## src/rtl/four_digit_driver_pkg.sv

```systemverilog
// Shared constants for the four-digit scrolling hex display.
// These are the segment patterns, the message ROM and the anode select patterns.
package four_digit_driver_pkg;

   // Active-low segments, bit 6 = a ... bit 0 = g.
   localparam logic [6:0] SEG_TBL [16] = '{
      7'b0000001, 7'b1001111, 7'b0010010, 7'b0000110,
      7'b1001100, 7'b0100100, 7'b0100000, 7'b0001111,
      7'b0000000, 7'b0000100, 7'b0001000, 7'b1100000,
      7'b0110001, 7'b1000010, 7'b0110000, 7'b0111000
   };

   localparam logic [6:0] SEG_OFF = 7'b1111111;

   localparam logic [3:0] MSG_ROM [16] = '{
      4'h0, 4'h1, 4'h2, 4'h3, 4'h4, 4'h5, 4'h6, 4'h7,
      4'h8, 4'h9, 4'hA, 4'hB, 4'hC, 4'hD, 4'hE, 4'hF
   };

   // Anode vectors ordered {an3, an2, an1, an0}; sel 0 is the leftmost digit.
   localparam logic [3:0] AN_SEL [4] = '{4'b0111, 4'b1011, 4'b1101, 4'b1110};
   localparam logic [3:0] AN_OFF     = 4'b1111;

endpackage

```

## src/rtl/four_digit_driver_seg7_decoder.sv

```systemverilog
// Combinational hex-to-seven-segment decoder with active-low outputs in abcdefg order.
module seg7_decoder
   import four_digit_driver_pkg::*;
(
   input  logic [3:0] chr_i,
   output logic [6:0] seg_o
);
   assign seg_o = SEG_TBL[chr_i];
endmodule

```

## src/rtl/four_digit_driver.sv

```systemverilog
// Multiplexed four-digit display that shows a scrolling 16-character hex message.
// Scrolling is present only when FOUR_DIGIT_DRIVER_SCROLL_EN is defined; otherwise the display shows a static "0123".
module four_digit_driver
   import four_digit_driver_pkg::*;
#(
   parameter int REFRESH_DIV   = 16,
   parameter int SCROLL_FRAMES = 8
) (
   input  logic clk,
   input  logic rst,
   output logic an3,
   output logic an2,
   output logic an1,
   output logic an0,
   output logic a,
   output logic b,
   output logic c,
   output logic d,
   output logic e,
   output logic f,
   output logic g,
   output logic dp
);
   localparam int            CW      = (REFRESH_DIV > 1) ? $clog2(REFRESH_DIV) : 1;
   localparam logic [CW-1:0] CNT_MAX = CW'(REFRESH_DIV - 1);

   logic [CW-1:0] cnt_q, cnt_d;
   logic [1:0]    sel_q, sel_d;
   logic          cnt_wrap;
   logic [3:0]    ptr;
   logic [3:0]    chr;
   logic [6:0]    seg;
   logic [3:0]    an_q;
   logic [6:0]    seg_q;
   logic          dp_q;

   always_comb begin
      cnt_wrap = (cnt_q == CNT_MAX);
      cnt_d    = cnt_wrap ? '0 : cnt_q + CW'(1);
      sel_d    = cnt_wrap ? sel_q + 2'd1 : sel_q;
   end

   always_ff @(posedge clk) begin
      if (rst) begin
         cnt_q <= '0;
         sel_q <= 2'd0;
      end else begin
         cnt_q <= cnt_d;
         sel_q <= sel_d;
      end
   end

`ifdef FOUR_DIGIT_DRIVER_SCROLL_EN
   localparam int            FW      = (SCROLL_FRAMES > 1) ? $clog2(SCROLL_FRAMES) : 1;
   localparam logic [FW-1:0] FRM_MAX = FW'(SCROLL_FRAMES - 1);

   logic [FW-1:0] frm_q, frm_d;
   logic [3:0]    ptr_q, ptr_d;

   // A frame ends when the rightmost digit finishes its slot.
   always_comb begin
      frm_d = frm_q;
      ptr_d = ptr_q;
      if (cnt_wrap && (sel_q == 2'd3)) begin
         if (frm_q == FRM_MAX) begin
            frm_d = '0;
            ptr_d = ptr_q + 4'd1;
         end else begin
            frm_d = frm_q + FW'(1);
         end
      end
   end

   always_ff @(posedge clk) begin
      if (rst) begin
         frm_q <= '0;
         ptr_q <= 4'h0;
      end else begin
         frm_q <= frm_d;
         ptr_q <= ptr_d;
      end
   end

   assign ptr = ptr_q;
`else
   assign ptr = 4'h0;
`endif

   // The 4-bit add wraps naturally, so the message reads circularly.
   assign chr = MSG_ROM[ptr + {2'b00, sel_q}];

   seg7_decoder u_dec (
      .chr_i (chr),
      .seg_o (seg)
   );

   // Anodes, segments and dp share one register stage so that they always switch together.
   always_ff @(posedge clk) begin
      if (rst) begin
         an_q  <= AN_OFF;
         seg_q <= SEG_OFF;
         dp_q  <= 1'b1;
      end else begin
         an_q  <= AN_SEL[sel_q];
         seg_q <= seg;
         dp_q  <= ~((sel_q == 2'd3) && (ptr == 4'h0));
      end
   end

   assign {an3, an2, an1, an0}    = an_q;
   assign {a, b, c, d, e, f, g}   = seg_q;
   assign dp                      = dp_q;
endmodule

```

## config.mk

```make
export PLATFORM = sky130hd
export DESIGN_NAME = four_digit_driver
export DESIGN_NICKNAME = d
export VERILOG_FILES = /design/src/rtl/four_digit_driver_pkg.sv /design/src/rtl/four_digit_driver_seg7_decoder.sv /design/src/rtl/four_digit_driver.sv
export SDC_FILE = /design/constraint.sdc
export NUM_CORES = 1
export LEC_CHECK = 0
export CAP_MARGIN = 30
export CORE_MARGIN = 8
export CORE_UTILIZATION = 41
export DETAILED_ROUTE_END_ITERATION = 6
export GPL_TIMING_DRIVEN = 1
export PLACE_DENSITY = 0.71
export SETUP_SLACK_MARGIN = 0.02
export SLEW_MARGIN = 10
export SYNTH_ARGS = -nofsm -noshare
export SYNTH_HDL_FRONTEND = slang
export SYNTH_SLANG_ARGS = --single-unit
```

## constraint.sdc

```tcl
create_clock -name clk -period 1 [get_ports clk]
set_input_delay 0.2 -clock clk [delete_from_list [all_inputs] [get_ports clk]]
set_output_delay 0.2 -clock clk [all_outputs]
set_load 0.01 [all_outputs]
```

# Yosys cells after proc, flatten, opt, wreduce, memory -nomap -nowiden

Memory sizes are Yosys's and may differ from the RTL's. A register that Yosys moved wholly into a read port is not among the register bits.
Index checks and enable logic that the tools add are counted.

Magnitude comparators: 2
Bitwise logic cells: 4
Equal/unequal tests: 2
Add/subtract/negate cells: 2
Reduce and logical (&&, ||, !) cells: 1
Mux-type cells: 5

Operator list:

| cell                | number |
|---|---|
| $mux 4              | 4 |
| $bmux 4 s2          | 1 |
| $ge 5x5->1 const B  | 1 |
| $not 2->5           | 1 |
| $not 4->5           | 1 |
| $add 4x1->4 const B | 1 |
| $eq 4x4->1 const B  | 1 |
| $ge 3x3->1 const B  | 1 |
| $not 2->3           | 1 |
| $add 2x1->2 const B | 1 |
| $eq 2x2->1 const B  | 1 |
| $reduce_or 2->1     | 1 |
| $not 1->1           | 1 |

Register bits after elaboration: 11
Logic and storage cells: 22
Memory bits (read-only): 176
Bits of input ports: 2
Output and inout bits: 12
Memories: 2

Memory list:

| memory          | words | bits a word | read ports | clocked after Yosys merged registers in | write ports | RTL line                            | text |
|---|---|---|---|---|---|---|---|
| (no name shown) | 16    | 7           | 1          | 1                                       | 0           | four_digit_driver_seg7_decoder.sv:8 | `assign seg_o = SEG_TBL[chr_i];` |
| (no name shown) | 16    | 4           | 1          | 0                                       | 0           | four_digit_driver.sv:90             | `assign chr = MSG_ROM[ptr + {2'b00, sel_q}];` |

# Depth between registers and ports, before layout

Depth in word-level cells: 5
Mapped depth: 5
Gate-level depth less buffers: 4

# Hierarchy

From an unflattened synthesis, not the netlist that was laid out.

Cells, all modules: 84
Area, all modules: 852.1 µm²

Modules (own cells, without submodules):

| module            | area each (µm²) | times used | cells an instance | sequential area each (µm²) |
|---|---|---|---|---|
| four_digit_driver | 583.1           | 1          | 51                | 340.3 |
| seg7_decoder      | 269.0           | 1          | 33                | 0.0 |

# Worst setup path after synthesis

No wires, ideal clock.

Kind: reg2reg
From: reg cnt_q[0]
To: reg sel_q[1]
Stages on the path, launching flop included: 6
Arrival: 1.018 ns
Library setup time: 0.116 ns
Slack: -0.134 ns
Cells stage by stage: dfxtp_1 > ha_1 > and3_1 > buf_4 > mux2i_1 > nor2_1

Word-level cells in the longest chain between the ends: 1

Ends and longest elaborated chain:

| element                | RTL line                | text |
|---|---|---|
| start, declared        | four_digit_driver.sv:27 | `logic [CW-1:0] cnt_q, cnt_d;` |
| start signal, assigned | four_digit_driver.sv:48 | `cnt_q <= cnt_d;` |
| $eq 4x4->1             | four_digit_driver.sv:38 | `cnt_wrap = (cnt_q == CNT_MAX);` |
| end signal, assigned   | four_digit_driver.sv:49 | `sel_q <= sel_d;` |
| end, declared          | four_digit_driver.sv:28 | `logic [1:0] sel_q, sel_d;` |

Every way passes these cells.
A chain may end at the register's enable or synchronous reset.

# Worst setup path in the final report

From: reg cnt_q[1]
To: reg sel_q[1]

Same word-level chain as after synthesis.

==> reports/qor.txt <==
number of nets in the layout = 87
clk buf depth = 2
row count = 13
fin area = 838 µm²
syn_nets = 61
buffers and inverters on the worst path = 0
final wirelength = 1.15 mm
clk sinks = 16
simple-gate portion of the synthesized area = 0.163
DR iter-0 viols = 1
Max Clk Rate = 978 MHz
Synth cell types = 17
synth warn = 0
Layout Utilization = 0.636
Crit path required time = 1.19 ns
crit path kind = register to register
final worst-path setup slack = -0.0223 ns
post-synthesis sequential area ratio = 0.548
metal1 wirelength = 413 µm
clock latency on the worst-skew pair = 0.28 ns
XOR/XNOR Fraction of Synth Area = 0.0300
Yosys reg bits = 16
Period minus WS final = 1.02 ns
ys async rst share = 0
CTS Buf Count = 3
Slew Limit Fails = 0
io pins = 14
worst endpoint data arrival time = 1.21 ns
status = complete, but fails checks
Clock Skew = 0.00362 ns
FILL cells = 107
core area = 1320 µm²
Final Hold Fails = 0
Slew HR = 0.823
Placer Congestion = 0.666
DIE AREA = 2890 µm²
Most used DFF post-synth = dfxtp_1
max incr delay on CP = 0.36 ns
share of post-route cells with drive strength above 1 = 0.623
GRT Overall Usage = 0.0846
H-tree depth = 1
mux cell area share after synthesis = 0.0171
DRC violations left = 0
Hold/Removal Path Class = register to register
Worst Setup Start Kind = register
die height = 53.8 µm
CTS tree = done
clk root buf = clkbuf_4
GR Overflow Total = 0
worst ir drop on vdd = 0.734 mV
Synth Area in Compound Gates = 0.0257
initial antenna violation count = 0
largest net degree at the start of global routing = 11
Detail Route Antenna Nets = 0
slowest CP cell = dfxtp_2
# diodes = 0
DIE WIDTH = 53.8 µm
first-pass GRT wire length = 1.71 mm
actual slew at the worst max-slew pin = 0.264 ns
Final period util = 1.02
crit-path cells = ha_4, and3_4, mux2i_1, nor2_1
vias in the first global route = 434
Initial Util = 0.443
DR WL met3 = 127 µm
placed instance area = 805 µm²
Port Buffer Count = 13
met2 wire length = 585 µm
worst slack at placement = -0.238 ns
Power Density = 1430 nW/µm²
Power, Total = 1.20 mW
Synth Instances = 52
crit path max fanout = 3
DR vias = 421
DR WL/cell = 12.5 µm
First-pass DRT Iterations = 3
CP top delay family = flip-flops
synthesized cell area = 584 µm²
Post-synth EDFFs = 0
MaxCap Viol Count = 0
area added between synthesis and finish = 43.5%
post-synthesis adder-cell area fraction = 0.150
# setup viols final = 1
largest family of logic cells by synthesized area = simple AND/OR/NAND/NOR gates
failing checks = setup timing
DR vias/cell = 4.58
Lkg Pwr = 0.360 nW
clock slew at reported path FFs = 0.09 ns
most common cell after layout, fill and taps aside = buf_2
RSZ-0062 raised after global routing = yes
max layer used = met4
most frequent cells in the layout = buf_2 (12), buf_4 (10), dfxtp_1 (8), dfxtp_2 (7)
Critical Path Sink Type = register
mean post-synth cell area = 11.2 µm²
==> power breakdown <==
group	internal [mW]	switching [mW]
Sequential	0.660	0.0121
Clock	0.222	0.197
Combinational	0.0603	0.0461
Total	0.942	0.255
==> final cells by class <==
cell class | instances | area [µm²] | area share
clock buffers | 4 | 36.3 | 0.0433
inverters | 3 | 11.3 | 0.0134
multi-input cells | 29 | 272 | 0.324
flip-flops and latches | 16 | 333 | 0.397
well taps | 15 | 18.8 | 0.0224
repair buffers | 25 | 168 | 0.200
==> flip-flops by register name (all words and copies together) (netlist names) <==
name and flops:
an_q 3, cnt_q 4, dp 1, seg_q 6
sel_q 2
==> path summary, 6_finish.rpt <==
kind | startpoint | to | slack, ns | depth (start not counted)
setup / recovery | cnt_q[1] | sel_q[1] | -0.02 | 4
hold reg to reg | cnt_q[3] | cnt_q[3] | 0.52 | 2
setup reg to reg | cnt_q[1] | sel_q[1] | -0.02 | 4
hold / removal | cnt_q[3] | cnt_q[3] | 0.52 | 2
==> tightest hold or removal path, cell delays in order, from the launching register on <==
cell and delay (ns):
dfxtp_1 0.33, o21ai_1 0.09, a21oi_1 0.07
==> what timing repair did <==
item / CTS / global route
gates resized for setup: 55 / 10
hold buffers: 0 / 0
hold endpoints to repair: 0 / 0
endpoints found under the setup margin: 18 / 10
buffers inserted: 0 / 2
pin swaps: 1 / 1
==> stage by stage <==
stage / setup TNS, ns / hold slack [ns] / cells
after floorplan: -0.0829 / 0.228 / 52
after global placement: -2.17 / 0.491 / 86
after detailed placement: -2.86 / 0.506 / 86
after CTS: -0.0580 / 0.518 / 90
after global routing: -0.147 / 0.553 / 92
final: -0.0223 / 0.518 / 92
==> layer usage <==
layer	GRT usage	vias to the layer above
li1	-	213
met1	0.0677	192
met2	0.149	13
met3	0.0413	3
met4	0.0756	0
met5	0	-
==> logic make-up (layout without fill, tap and decap cells) <==
family,after synthesis,in the layout
adder cells (fa/ha/maj),7,7
AO/OA/AOI/OAI,3,3
buffers and inverters,7,32
multiplexers,1,1
AND/OR/NAND/NOR,16,16
flip-flops,16,16
XOR/XNOR,2,2
==> Yosys cell counts, drive strengths merged (2+ instances only) <==
master | instances | share of area
ha | 7 | 0.15
buf | 4 | 0.047
a21oi | 2 | 0.017
dfxtp | 16 | 0.55
inv | 3 | 0.019
nor2 | 3 | 0.019
nand2b | 5 | 0.054
or2 | 3 | 0.032
xnor2 | 2 | 0.030
No activity file was read; power rests on OpenSTA's default activity.
